`config.mk`:
```
export PLATFORM = sky130hd
export DESIGN_NAME = pulse_train_gen
export DESIGN_NICKNAME = d
export VERILOG_FILES = /design/src/rtl/pulse_train_gen.sv
export SDC_FILE = /design/constraint.sdc
export NUM_CORES = 1
export LEC_CHECK = 0
export ABC_CLOCK_PERIOD_IN_PS = 5700
export BUFFER_PORTS_ARGS = -buffer_cell sky130_fd_sc_hd__clkbuf_2
export CAP_MARGIN = 20
export CORE_MARGIN = 2
export CORE_UTILIZATION = 35
export DETAILED_ROUTE_END_ITERATION = 16
export GPL_TIMING_DRIVEN = 0
export PLACE_DENSITY = 0.53
export SETUP_SLACK_MARGIN = 0.3
export SYNTH_ARGS = -nofsm -noshare
export SYNTH_HDL_FRONTEND = slang
export SYNTH_SLANG_ARGS = --single-unit
export TNS_END_PERCENT = 50
```
`constraint.sdc`:
```
create_clock -name clk -period 5.7 [get_ports clk]
set_input_delay 0.57 -clock clk [delete_from_list [all_inputs] [get_ports clk]]
set_output_delay 0.57 -clock clk [all_outputs]
set_load 0.02 [all_outputs]
```
`src/rtl/pulse_train_gen.sv`:
```
// Programmable pulse-train generator: a start strobe launches N pulses of H high / L low cycles.
// Latency: first wave_out rise one cycle after the start edge; all outputs registered.
module pulse_train_gen #(
    parameter int CNT_W = 16,
    parameter int NUM_W = 8
) (
    input  logic             clk,
    input  logic             rst,
    input  logic             start,
    input  logic             abort,
    input  logic [CNT_W-1:0] high_cyc,
    input  logic [CNT_W-1:0] low_cyc,
    input  logic [NUM_W-1:0] num_pulses,
    output logic             wave_out,
    output logic             busy,
    output logic             done,
    output logic [NUM_W-1:0] pulses_left
);

    typedef enum logic [1:0] {IDLE, HIGH, LOW} state_t;

    localparam logic [CNT_W-1:0] CNT_ONE = CNT_W'(1);
    localparam logic [NUM_W-1:0] NUM_ONE = NUM_W'(1);

    state_t           state, state_nxt;
    logic [CNT_W-1:0] cnt, cnt_nxt;
    logic [CNT_W-1:0] cfg_h, cfg_h_nxt;
    logic [CNT_W-1:0] cfg_l, cfg_l_nxt;
    logic [NUM_W-1:0] left_nxt;
    logic             done_nxt;
    logic [CNT_W-1:0] h_cl, l_cl;

    // Zero-length phases would glitch the waveform, so they are clamped to one cycle.
    assign h_cl = (high_cyc == '0) ? CNT_ONE : high_cyc;
    assign l_cl = (low_cyc  == '0) ? CNT_ONE : low_cyc;

    always_comb begin
        state_nxt = state;
        cnt_nxt   = cnt;
        cfg_h_nxt = cfg_h;
        cfg_l_nxt = cfg_l;
        left_nxt  = pulses_left;
        done_nxt  = 1'b0;
        case (state)
            IDLE: begin
                if (start && !abort) begin
                    cfg_h_nxt = h_cl;
                    cfg_l_nxt = l_cl;
                    if (num_pulses != '0) begin
                        state_nxt = HIGH;
                        cnt_nxt   = h_cl - CNT_ONE;
                        left_nxt  = num_pulses - NUM_ONE;
                    end else begin
                        done_nxt = 1'b1;
                    end
                end
            end
            HIGH: begin
                if (abort) begin
                    state_nxt = IDLE;
                    cnt_nxt   = '0;
                    left_nxt  = '0;
                end else if (cnt != '0) begin
                    cnt_nxt = cnt - CNT_ONE;
                end else if (pulses_left != '0) begin
                    state_nxt = LOW;
                    cnt_nxt   = cfg_l - CNT_ONE;
                end else begin
                    // Last pulse: the trailing low phase is skipped entirely.
                    state_nxt = IDLE;
                    done_nxt  = 1'b1;
                end
            end
            LOW: begin
                if (abort) begin
                    state_nxt = IDLE;
                    cnt_nxt   = '0;
                    left_nxt  = '0;
                end else if (cnt != '0) begin
                    cnt_nxt = cnt - CNT_ONE;
                end else begin
                    state_nxt = HIGH;
                    cnt_nxt   = cfg_h - CNT_ONE;
                    left_nxt  = pulses_left - NUM_ONE;
                end
            end
            default: begin
                state_nxt = IDLE;
                cnt_nxt   = '0;
                left_nxt  = '0;
            end
        endcase
    end

    always_ff @(posedge clk) begin
        if (!rst) begin
            state       <= IDLE;
            cnt         <= '0;
            cfg_h       <= '0;
            cfg_l       <= '0;
            pulses_left <= '0;
            wave_out    <= 1'b0;
            busy        <= 1'b0;
            done        <= 1'b0;
        end else begin
            state       <= state_nxt;
            cnt         <= cnt_nxt;
            cfg_h       <= cfg_h_nxt;
            cfg_l       <= cfg_l_nxt;
            pulses_left <= left_nxt;
            wave_out    <= (state_nxt == HIGH);
            busy        <= (state_nxt != IDLE);
            done        <= done_nxt;
        end
    end

endmodule

```
Word level (Yosys, flattened, before mapping)
Index checks and enable logic that the tools add are counted.
{ "classes": {"n_addsub": 6, "n_mux": 30, "eq_ne": 8, "reduce_logical": 12} }
{ "ops": {"columns": ["operator", "count"], "rows": [
  ["16-bit 2-to-1 mux", 9],
  ["16-bit by 1-bit subtractor with 16-bit output (second input constant)", 4],
  ["16-bit case mux with 3 select lines", 1],
  ["8-bit 2-to-1 mux", 5],
  ["16-bit zero test", 2],
  ["8-bit case mux with 3 select lines", 1],
  ["16-bit nonzero test", 1],
  ["8-bit nonzero test", 2],
  ["8-bit by 1-bit subtractor with 8-bit output (second input constant)", 2],
  ["2-bit 2-to-1 mux", 7],
  ["2-bit != test (second input constant)", 3],
  ["2-bit case mux with 3 select lines", 1],
  ["1-bit 2-to-1 mux", 5],
  ["2-bit by 1-bit == test with 1-bit output (second input constant)", 2],
  ["4-bit != test (second input constant)", 1],
  ["4-bit AND reduction", 1],
  ["3-bit != test (second input constant)", 1],
  ["3-bit AND reduction", 1],
  ["2-bit == test (second input constant)", 1],
  ["2-bit zero test", 1],
  ["1-bit case mux with 2 select lines", 1],
  ["2-bit AND reduction", 1],
  ["2-bit nonzero test", 1],
  ["1-bit logical AND", 1],
  ["1-bit zero test", 1]
]} }
{ "word_totals": {"wordCells": 64, "reg_bits": 61, "inputBits": 44} }

Longest topological paths before layout
Gate-level depths: netlist (run 1).
{ "logic_depth": {"depth_word": 6, "depth_mapped": 11} }

Worst setup path before layout (run 1)
Ideal clock, no wire load.
{ "synth_timing": {"kind": "input-to-reg", "from": "input high_cyc[10]", "to": "register cnt[6]", "path_slack_ns": 2.776, "t_arrival_ns": 2.803, "path_stages": 11, "n_path_buf": 1, "path_cell_list": "or4_1 nor4_2 a41oi_1 ha_1 or4b_1 clkbuf_1 nor2_1 xnor2_1 o32ai_1 a21oi_1 o22ai_1"} }
{ "synth_via": {"elab_chain_len": 6} }
{ "synth_rtl": {"columns": ["element", "line_no", "text"], "rows": [
  ["start: declaration", "11", "input logic [CNT_W-1:0] high_cyc,"],
  ["16-bit zero test", "34", "assign h_cl = (high_cyc == '0) ? CNT_ONE : high_cyc;"],
  ["16-bit 2-to-1 mux", "34", null],
  ["16-bit by 1-bit subtractor with 16-bit output", "51", "cnt_nxt = h_cl - CNT_ONE;"],
  ["16-bit 2-to-1 mux", "49", "if (num_pulses != '0) begin"],
  ["16-bit 2-to-1 mux", "46", "if (start && !abort) begin"],
  ["16-bit case mux with 3 select lines", "44", "case (state)"],
  ["end signal: assignment", "107", "cnt <= cnt_nxt;"],
  ["end: declaration", "26", "logic [CNT_W-1:0] cnt, cnt_nxt;"]
]} }
No other way between the ends. The select of a mux whose other input is x is not followed.
A chain may end at the register's enable or synchronous reset.

Worst setup path after layout (run 1)
{ "layout_timing": {"from": "input high_cyc[10]", "to": "register cnt[12]"} }
{ "layout_via": {"elab_chain_len": 6} }
{ "layout_rtl": {"columns": ["element", "line_no"], "rows": [
  ["16-bit zero test", "34"],
  ["16-bit 2-to-1 mux *", "34"],
  ["16-bit by 1-bit subtractor with 16-bit output *", "51"],
  ["16-bit 2-to-1 mux *", "49"],
  ["16-bit 2-to-1 mux *", "46"],
  ["16-bit case mux with 3 select lines *", "44"]
]} }
Every way passes the cells marked *; elsewhere a longest branch is shown, timed or not. The select of a mux whose other input is x is not followed.

==> flow_summary.json, run 1 <==
{
  "status": "completed",
  "first_iter_violations": 342,
  "synth_top_area_share_pct": 28.8,
  "crit_arrival_ps": 3630,
  "dr_wl_met2_um": 6560,
  "place_ws_ps": 2000,
  "worst_pin_slew_ps": 799,
  "cellLeakagePower_nw": 1.99,
  "clockBufferDepth": 2,
  "cts-resized-gates": 0,
  "reg2reg_slack_ps": 2800,
  "grt_max_degree": 12,
  "cp.required_ps": 5930,
  "path_clk_slew_ps": 60,
  "overflow": 0,
  "die_h_um": 114,
  "ff2ff_path_depth": 6,
  "ir_drop_mv": 0.203,
  "timing.final.crit_period_ps": 3390,
  "crit_path_start_kind": "primary input",
  "wl_per_cell_um": 18.8,
  "cts-root-buf": "clkbuf_16",
  "min_period_over_period_pct": 59.5,
  "fp.coreArea_mm2": 0.0119,
  "cts.sinks": 61,
  "hold_path_depth": 3,
  "critical_path.endpoint_type": "flip-flop",
  "clk_latency_ps": 350,
  "rsz0062_at_grt": "no",
  "gp_congestion": 0.949,
  "ys_warn_count": 0,
  "ctsHoldBuffers": 0,
  "path_class": "primary input to flip-flop",
  "drv_slew": 0,
  "ant_nets": 0,
  "synth-edff-count": 0,
  "track_usage_pct": 23.5,
  "die-area_mm2": 0.0130,
  "routed_wl_um": 14700,
  "power_density_mw_per_mm2": 293,
  "synthCells": 569,
  "area_delta_synth_final_pct": 18.5,
  "hold_start": "low_cyc[11]",
  "io_buffers": 53,
  "final_nets": 685,
  "final_core_utilization_pct": 42.2,
  "syn-num-nets": 621,
  "vias": 4529,
  "met1Wirelength_um": 6690,
  "maxSlewHeadroom_pct": 46.3,
  "ioPinCount": 55,
  "holdWs_ps": 455,
  "viasPerCell": 5.77,
  "drt-pass1-iter-count": 5,
  "worstReg2RegEnd": "cnt[15]",
  "die_x_um": 114,
  "synthArstFlopShare_pct": 0,
  "max_stage_delay_ps": 600,
  "hold_viol": 0,
  "setup_viol": 0,
  "dp_hpwl_um": 11300,
  "routed.top_layer": "met4",
  "post-cts-setup-buffer-count": 0,
  "post-route-worst-setup-slack_ps": 2310,
  "post_synth.cell_area_avg_um2": 7.45,
  "finalSetupTns_ps": 0,
  "wl_met3_um": 1060,
  "antenna_cells": 0,
  "cp_slowest_cell": "or4_1",
  "cts_tree": "built",
  "cts_made_buffers": 9,
  "htree_levels": 3,
  "ys_seq_elements": 61,
  "synth_area_mm2": 0.00424,
  "start_util_pct": 35.6,
  "max_freq_mhz": 295,
  "yosys.area.top_type": "dfxtp_1",
  "grt_pass1_wl_um": 23100,
  "worst-path-max-fanout": 7,
  "num_rows": 40,
  "antenna_found_initial": 0,
  "ys_types": 58,
  "drive_gt1_share_pct": 12.5,
  "cap_violations": 0,
  "crit_chain": "clkbuf_2, or4_1, nor4_2, a41oi_1, ha_1, or4b_1, clkbuf_1, nor3_1, xnor2_1, nor2_1, a21oi_1, a21boi_1",
  "hold_path_class": "primary input to flip-flop",
  "synth_area_leaders": "dfxtp_1, nand2_1, a21boi_1",
  "reg2reg_from": "cnt[6]",
  "min_to": "cfg_l[11]",
  "ys.flop_type": "dfxtp_1",
  "synth_seq_area_share_pct": 28.8,
  "grt_pass1_vias": 4155,
  "drc": 0,
  "finalClockSkew_ps": 11.2
}
[worst max-delay path, delay by kind of cell]
family,cells,cell delay [ps]
adder cells (fa/ha/maj),1,330
XOR/XNOR,1,260
AND/OR/NAND/NOR,5,1530
AO/OA/AOI/OAI,3,540
buffers and inverters,2,380
[cell families after synthesis]
logic type | after synthesis | share of synthesized area [%]
AND/OR/NAND/NOR | 231 | 27.5
AO/OA/AOI/OAI | 177 | 27.5
flip-flops | 61 | 28.8
buffers and inverters | 46 | 4.13
XOR/XNOR | 45 | 9.47
adder cells (fa/ha/maj) | 8 | 2.36
multiplexers | 1 | 0.236
[synth_stat cells, drive strengths merged (15+ instances only)]
library cell and instances:
dfxtp 61, nand2 84, a21oi 41, nor4 20, inv 16, clkbuf 28
o22ai 16, nor3 16, nor2 48, xnor2 22, xor2 23, o21ai 33
a21boi 37, or4 15
[flip-flops by register name, summed over array words and instances, names as in the netlist]
name,count
cfg_h,16
cfg_l,16
cnt,16
pulses_left,8
state,2
busy,1
done,1
wave_out,1
[cells in the final DEF, fill, tap and decap left out, types with 7 or more instances in the layout]
| master | Yosys | layout |
|---|---|---|
| or4_1 | 13 | 13 |
| clkbuf_1 | 28 | 28 |
| xor2_1 | 23 | 23 |
| nor2_1 | 48 | 48 |
| or3_1 | 8 | 8 |
| o21ai_0 | 18 | 18 |
| a21boi_1 | 37 | 37 |
| nand2_1 | 84 | 84 |
| ha_1 | 8 | 8 |
| dfxtp_1 | 61 | 61 |
| clkbuf_16 | 0 | 9 |
| o22ai_1 | 16 | 16 |
| a21oi_1 | 39 | 39 |
| nor3_1 | 16 | 16 |
| xnor2_1 | 21 | 21 |
| nor4_1 | 18 | 18 |
| o21ai_1 | 15 | 15 |
| inv_1 | 16 | 16 |
| clkbuf_2 | 0 | 53 |
| nand2b_1 | 7 | 7 |
| nand3_1 | 11 | 11 |
[worst max path at each step]
stage / cells past startpoint / start / to
3_5_place_dp: 12 / high_cyc[10] / cnt[12]
2_1_floorplan: 11 / high_cyc[10] / cnt[6]
3_3_place_gp: 12 / high_cyc[10] / cnt[12]
4_1_cts: 12 / high_cyc[10] / cnt[12]
5_1_grt: 12 / high_cyc[10] / cnt[12]
6_report: 12 / high_cyc[10] / cnt[12]
[layout make-up]
cell class	count	area, um^2
inverter	16	60.1
sequential	61	1220
fill	1241	6890
timing repair buffer	53	265
clock inverter	5	82.6
clock buffer	11	253
buffer	30	115
tap	147	184
multi-input combinational	462	2850
[layer usage]
layer | up-vias | global-route usage [%]
met5 | - | 0
met4 | 0 | 8.37
met3 | 26 | 6.09
met2 | 157 | 36.9
met1 | 2121 | 31.3
li1 | 2225 | -
[stage by stage]
stage / area (um^2) / cells / total power, W
6_report: 5030 / 785 / 0.00147
4_1_cts: 5030 / 785 / 0.00148
2_1_floorplan: 4240 / 569 / 0.000737
3_5_place_dp: 4690 / 769 / 0.000859
3_3_place_gp: 4690 / 769 / 0.000855
5_1_grt: 5030 / 785 / 0.00154
[where the power goes]
part	leakage [nW]	switching (W)	internal, W
Combinational	1.32	0.000223	0.000142
Clock	0.166	0.000210	0.000407
Sequential	0.500	0.0000365	0.000454
Total	1.99	0.000470	0.00100
No activity file was read; power rests on OpenSTA's default activity.
==> run 2: changes to the inputs <==
--- a/config.mk
+++ b/config.mk
@@ -5,14 +5,14 @@
 export SDC_FILE = /design/constraint.sdc
 export NUM_CORES = 1
 export LEC_CHECK = 0
-export ABC_CLOCK_PERIOD_IN_PS = 5700
+export ABC_CLOCK_PERIOD_IN_PS = 2900
 export BUFFER_PORTS_ARGS = -buffer_cell sky130_fd_sc_hd__clkbuf_2
 export CAP_MARGIN = 20
 export CORE_MARGIN = 2
 export CORE_UTILIZATION = 35
 export DETAILED_ROUTE_END_ITERATION = 16
 export GPL_TIMING_DRIVEN = 0
-export PLACE_DENSITY = 0.53
+export PLACE_DENSITY = 0.55
 export SETUP_SLACK_MARGIN = 0.3
 export SYNTH_ARGS = -nofsm -noshare
 export SYNTH_HDL_FRONTEND = slang
==> constraint.sdc (replaced) <==
create_clock -name clk -period 2.9 [get_ports clk]
set_input_delay 0.29 -clock clk [delete_from_list [all_inputs] [get_ports clk]]
set_output_delay 0.29 -clock clk [all_outputs]
set_load 0.02 [all_outputs]
==> flow_summary.json, run 2 (synthesized netlist as in run 1, its figures left out) <==
{
  "drv_slew": 0,
  "cap_violations": 0,
  "viasPerCell": 5.79,
  "io_buffers": 53,
  "final_common_cell": "nand2_1",
  "min_period_over_period_pct": 87.2,
  "overflow": 0,
  "die_x_um": 114,
  "status": "completed",
  "cellLeakagePower_nw": 2.01,
  "dp_cells": 769,
  "start_util_pct": 35.6,
  "post-route-worst-setup-slack_ps": 370,
  "final_core_utilization_pct": 42.8,
  "num_rows": 40,
  "place_ws_ps": -312,
  "ant_nets": 0,
  "timing.final.crit_period_ps": 2530,
  "routed_wl_um": 14400,
  "clk_latency_ps": 340,
  "cts.sinks": 61,
  "vias": 4589,
  "setup_viol": 0,
  "drt-pass1-iter-count": 5,
  "ioPinCount": 55,
  "critical_path.endpoint_type": "flip-flop",
  "final_cell_mix": "nand2_1, dfxtp_1, clkbuf_2, nor2_1, a21oi_1",
  "maxSlewHeadroom_pct": 45.9,
  "cts_tree": "built",
  "finalClockSkew_ps": 7.32,
  "hold_path_class": "primary input to flip-flop",
  "final_nets": 691,
  "crit_path_start_kind": "flip-flop",
  "area_delta_synth_final_pct": 20.2,
  "grt_pass1_vias": 4287,
  "worst-path-max-fanout": 10,
  "holdWs_ps": 184,
  "die-area_mm2": 0.0130,
  "drive_gt1_share_pct": 14.6,
  "cts_made_buffers": 9,
  "cp.required_ps": 3130,
  "max_freq_mhz": 395,
  "power_density_mw_per_mm2": 548,
  "clockBufferDepth": 2,
  "grt_max_degree": 13,
  "htree_levels": 3,
  "wl_per_cell_um": 18.1,
  "ctsHoldBuffers": 0,
  "path_class": "flip-flop to flip-flop",
  "track_usage_pct": 22.6,
  "grt_pass1_wl_um": 22700,
  "rsz0062_at_grt": "yes",
  "worst_pin_slew_ps": 809,
  "crit_arrival_ps": 2760,
  "antenna_found_initial": 1,
  "ir_drop_mv": 0.321,
  "place_area_mm2": 0.00470,
  "drc": 0,
  "die_h_um": 114,
  "fp.coreArea_mm2": 0.0119,
  "cts-root-buf": "clkbuf_16",
  "final_area_mm2": 0.00510,
  "dp_hpwl_um": 11200,
  "final_cell_count_no_fill": 792,
  "gp_congestion": 0.951,
  "hold_viol": 0,
  "first_iter_violations": 368,
  "path_clk_slew_ps": 60,
  "top_regs": "cfg_h: 16 flops, cfg_l: 16 flops, cnt: 16 flops"
}
-- run 2: changes by cell type in the layout (fill, tap and decap cells not counted), sizes merged --
cell	change
buf	+6
bufinv	-1
clkbuf	-1
clkinv	-1
clkinvlp	+2
diode	+1
inv	+1
-- run 2: cell type report --
| class | instances | area, um^2 |
|---|---|---|
| Timing Repair Buffer | 59 | 310 |
| Inverter | 16 | 60.1 |
| Clock inverter | 6 | 71.3 |
| Buffer | 30 | 119 |
| Clock buffer | 10 | 229 |
| Sequential cell | 61 | 1220 |
| Multi-Input combinational cell | 462 | 2900 |
| Antenna cell | 1 | 2.50 |
| Tap cell | 147 | 184 |
| Fill cell | 1302 | 6810 |
-- run 2: final timing paths --
check	endpoint	start	slack (ps)	depth (start not counted)
max	cnt[5]	state[1]	370	8
max reg2reg	cnt[5]	state[1]	370	8
min reg2reg	cfg_h[15]	cfg_h[15]	480	2
min	cfg_l[4]	low_cyc[4]	180	3
-- run 2: what timing repair did --
| item | CTS | global route |
|---|---|---|
| pin swaps | 3 | 3 |
| buffers inserted | 4 | 2 |
| gates resized for setup | 6 | 7 |
| endpoints found under the setup margin | 12 | 16 |
-- run 2: per-layer routing --
metal / up-vias / track usage (%) / wire length [um]
li1: 2235 / - / -
met1: 2164 / 29.2 / 6470
met2: 161 / 37.0 / 6530
met3: 29 / 5.93 / 986
met4: 0 / 7.24 / 383
met5: - / 0 / 0
-- run 2: worst max-delay path: stages, from the launching register on --
cell and delay (ps):
dfxtp_1 310, clkbuf_1 280, nand2b_1 160, clkbuf_1 420, a21o_1 240, o21bai_2 230, o221ai_1 270, a22o_1 290
a32o_1 210
-- run 2: power by group --
group | internal (W) | switching [W]
Clock | 0.000671 | 0.000422
Sequential | 0.000892 | 0.0000700
Combinational | 0.000296 | 0.000443
Total | 0.00186 | 0.000934
-- run 2: per-stage QoR --
step                power [W]  TNS (ps)
floorplan             0.00145         0
global placement      0.00167      -916
detailed placement    0.00168     -1020
CTS                   0.00279         0
global route          0.00292         0
finish                0.00279         0
==> run 3: changes to the inputs <==
--- a/config.mk
+++ b/config.mk
@@ -13,6 +13,7 @@
 export DETAILED_ROUTE_END_ITERATION = 16
 export GPL_TIMING_DRIVEN = 0
 export PLACE_DENSITY = 0.55
+export REMOVE_ABC_BUFFERS = 1
 export SETUP_SLACK_MARGIN = 0.3
 export SYNTH_ARGS = -nofsm -noshare
 export SYNTH_HDL_FRONTEND = slang
==> flow_summary.json, run 3 (synthesized netlist as in run 1, its figures left out) <==
{
  "drv_slew": 0,
  "cp.required_ps": 3120,
  "path_class": "primary input to flip-flop",
  "finalClockSkew_ps": 11.3,
  "ioPinCount": 55,
  "place_ws_ps": -361,
  "drt-pass1-iter-count": 5,
  "drc": 0,
  "overflow": 0,
  "die_x_um": 114,
  "min_period_over_period_pct": 87.1,
  "final_cell_count_no_fill": 757,
  "worst-path-buf-inv": 1,
  "ff2ff_path_depth": 7,
  "cts_made_buffers": 9,
  "start_util_pct": 35.6,
  "gp_congestion": 0.878,
  "io_buffers": 54,
  "final_common_cell": "nand2_1",
  "reg2reg_slack_ps": 410,
  "cap_violations": 0,
  "htree_levels": 3,
  "grt_pass1_vias": 4085,
  "maxSlewHeadroom_pct": 41.5,
  "grt_pass1_wl_um": 21100,
  "antenna_cells": 0,
  "path_clk_slew_ps": 50,
  "grt_max_degree": 61,
  "timing.final.crit_period_ps": 2530,
  "cp_slowest_cell": "or4_1",
  "ant_nets": 0,
  "top_regs": "cfg_h: 16 flops, cfg_l: 16 flops, cnt: 16 flops",
  "antenna_found_initial": 0,
  "critical-path-top-delay-family": "simple AND/OR/NAND/NOR gates",
  "status": "completed",
  "viasPerCell": 5.80,
  "worst-path-max-fanout": 7,
  "ir_drop_mv": 0.289,
  "ctsHoldBuffers": 0,
  "critical_path.endpoint_type": "flip-flop",
  "num_rows": 40,
  "clockBufferDepth": 2,
  "holdWs_ps": 184,
  "min_to": "cfg_l[6]",
  "routed_wl_um": 13100,
  "crit_chain": "clkbuf_2, or4_1, nor4_4, a41oi_2, ha_2, or4b_4, nor3_1, xnor2_1, nor2_1, a21oi_1, a21boi_1",
  "power_density_mw_per_mm2": 526,
  "die-area_mm2": 0.0130,
  "die_h_um": 114,
  "crit_path_start_kind": "primary input",
  "first_iter_violations": 304,
  "dp_cells": 741,
  "hold_viol": 0,
  "clk_latency_ps": 340,
  "drive_gt1_share_pct": 14.3,
  "setup_viol": 0,
  "vias": 4394,
  "final_nets": 662,
  "hold_path_depth": 3,
  "post-route-worst-setup-slack_ps": 374,
  "cts_tree": "built",
  "cts-root-buf": "clkbuf_16",
  "rsz0062_at_grt": "yes",
  "dp_hpwl_um": 9450,
  "area_delta_synth_final_pct": 16.7,
  "crit_arrival_ps": 2740,
  "cts.sinks": 61,
  "hold_path_class": "primary input to flip-flop",
  "wl_per_cell_um": 17.3,
  "worst_pin_slew_ps": 878,
  "max_freq_mhz": 396,
  "fp.coreArea_mm2": 0.0119,
  "track_usage_pct": 20.9,
  "reg2reg_from": "cnt[0]",
  "max_stage_delay_ps": 630,
  "cellLeakagePower_nw": 1.95,
  "final_cell_mix": "nand2_1, dfxtp_1, clkbuf_2, nor2_1, a21oi_1",
  "hold_start": "low_cyc[6]",
  "worstReg2RegEnd": "cnt[5]"
}
[run 3: cell count changes in the layout (fill, tap and decap cells not counted), moves of 2 or more]
cell / change
nor2_4: +2
buf_2: -2
clkinv_4: -2
clkbuf_1: -25
clkinvlp_4: -2
clkbuf_2: -2
buf_4: -2
nor2_1: -3
[run 3: metrics by stage]
stage / utilization, % / cell area (um^2) / TNS [ps] / power, W
after CTS: 41.2 / 4910 / 0 / 0.00261
after global placement: 38.5 / 4580 / -15260 / 0.00164
after detailed placement: 38.8 / 4620 / -1440 / 0.00166
after global routing: 41.6 / 4950 / 0 / 0.00274
final: 41.6 / 4950 / 0 / 0.00260
after floorplan: - / 4130 / 0 / 0.00143
[run 3: what timing repair did]
item | in CTS | in global routing
setup endpoints to repair | 28 | 11
pin swaps | 2 | 2
setup buffers | 2 | 2
gates resized for setup | 6 | 1
[run 3: worst max path at each step]
stage / start / end / slack, ps / cells past startpoint
final: high_cyc[10] / cnt[12] / 370 / 11
after global routing: pulses_left[0] / cnt[5] / 200 / 7
after CTS: cnt[6] / cnt[5] / 290 / 6
after detailed placement: high_cyc[10] / cnt[6] / -360 / 11
after global placement: state[0] / cnt[12] / -870 / 6
after floorplan: state[0] / cnt[12] / 350 / 6
[run 3: area by class of cell]
class | instances | area (um^2)
Timing Repair Buffer | 60 | 348
Clock buffer | 11 | 243
Fill cell | 1262 | 6960
Multi-Input combinational cell | 462 | 2890
Inverter | 16 | 60.1
Sequential cell | 61 | 1220
Tap cell | 147 | 184
[run 3: per-layer routing]
metal  share of wire (%)  track usage (%)
met2                  47             33.9
met3                 5.5             3.71
met4                 1.8             7.15
met1                  46             28.0
met5                   0                0
[run 3: worst reg2reg max path, delay by kind of cell (launching register included)]
family / cells / cell delay [ps]
buffers and inverters: 1 / 110
DFF: 1 / 370
AOI/OAI and AO/OA: 4 / 1230
and+or+nand+nor: 1 / 510
adders and majority gates: 1 / 160
[run 3: where the power goes]
group	internal, W	switching [W]	leakage, nW
sequential	0.000893	0.0000728	0.500
clock	0.000576	0.000366	0.119
combinational	0.000284	0.000411	1.33
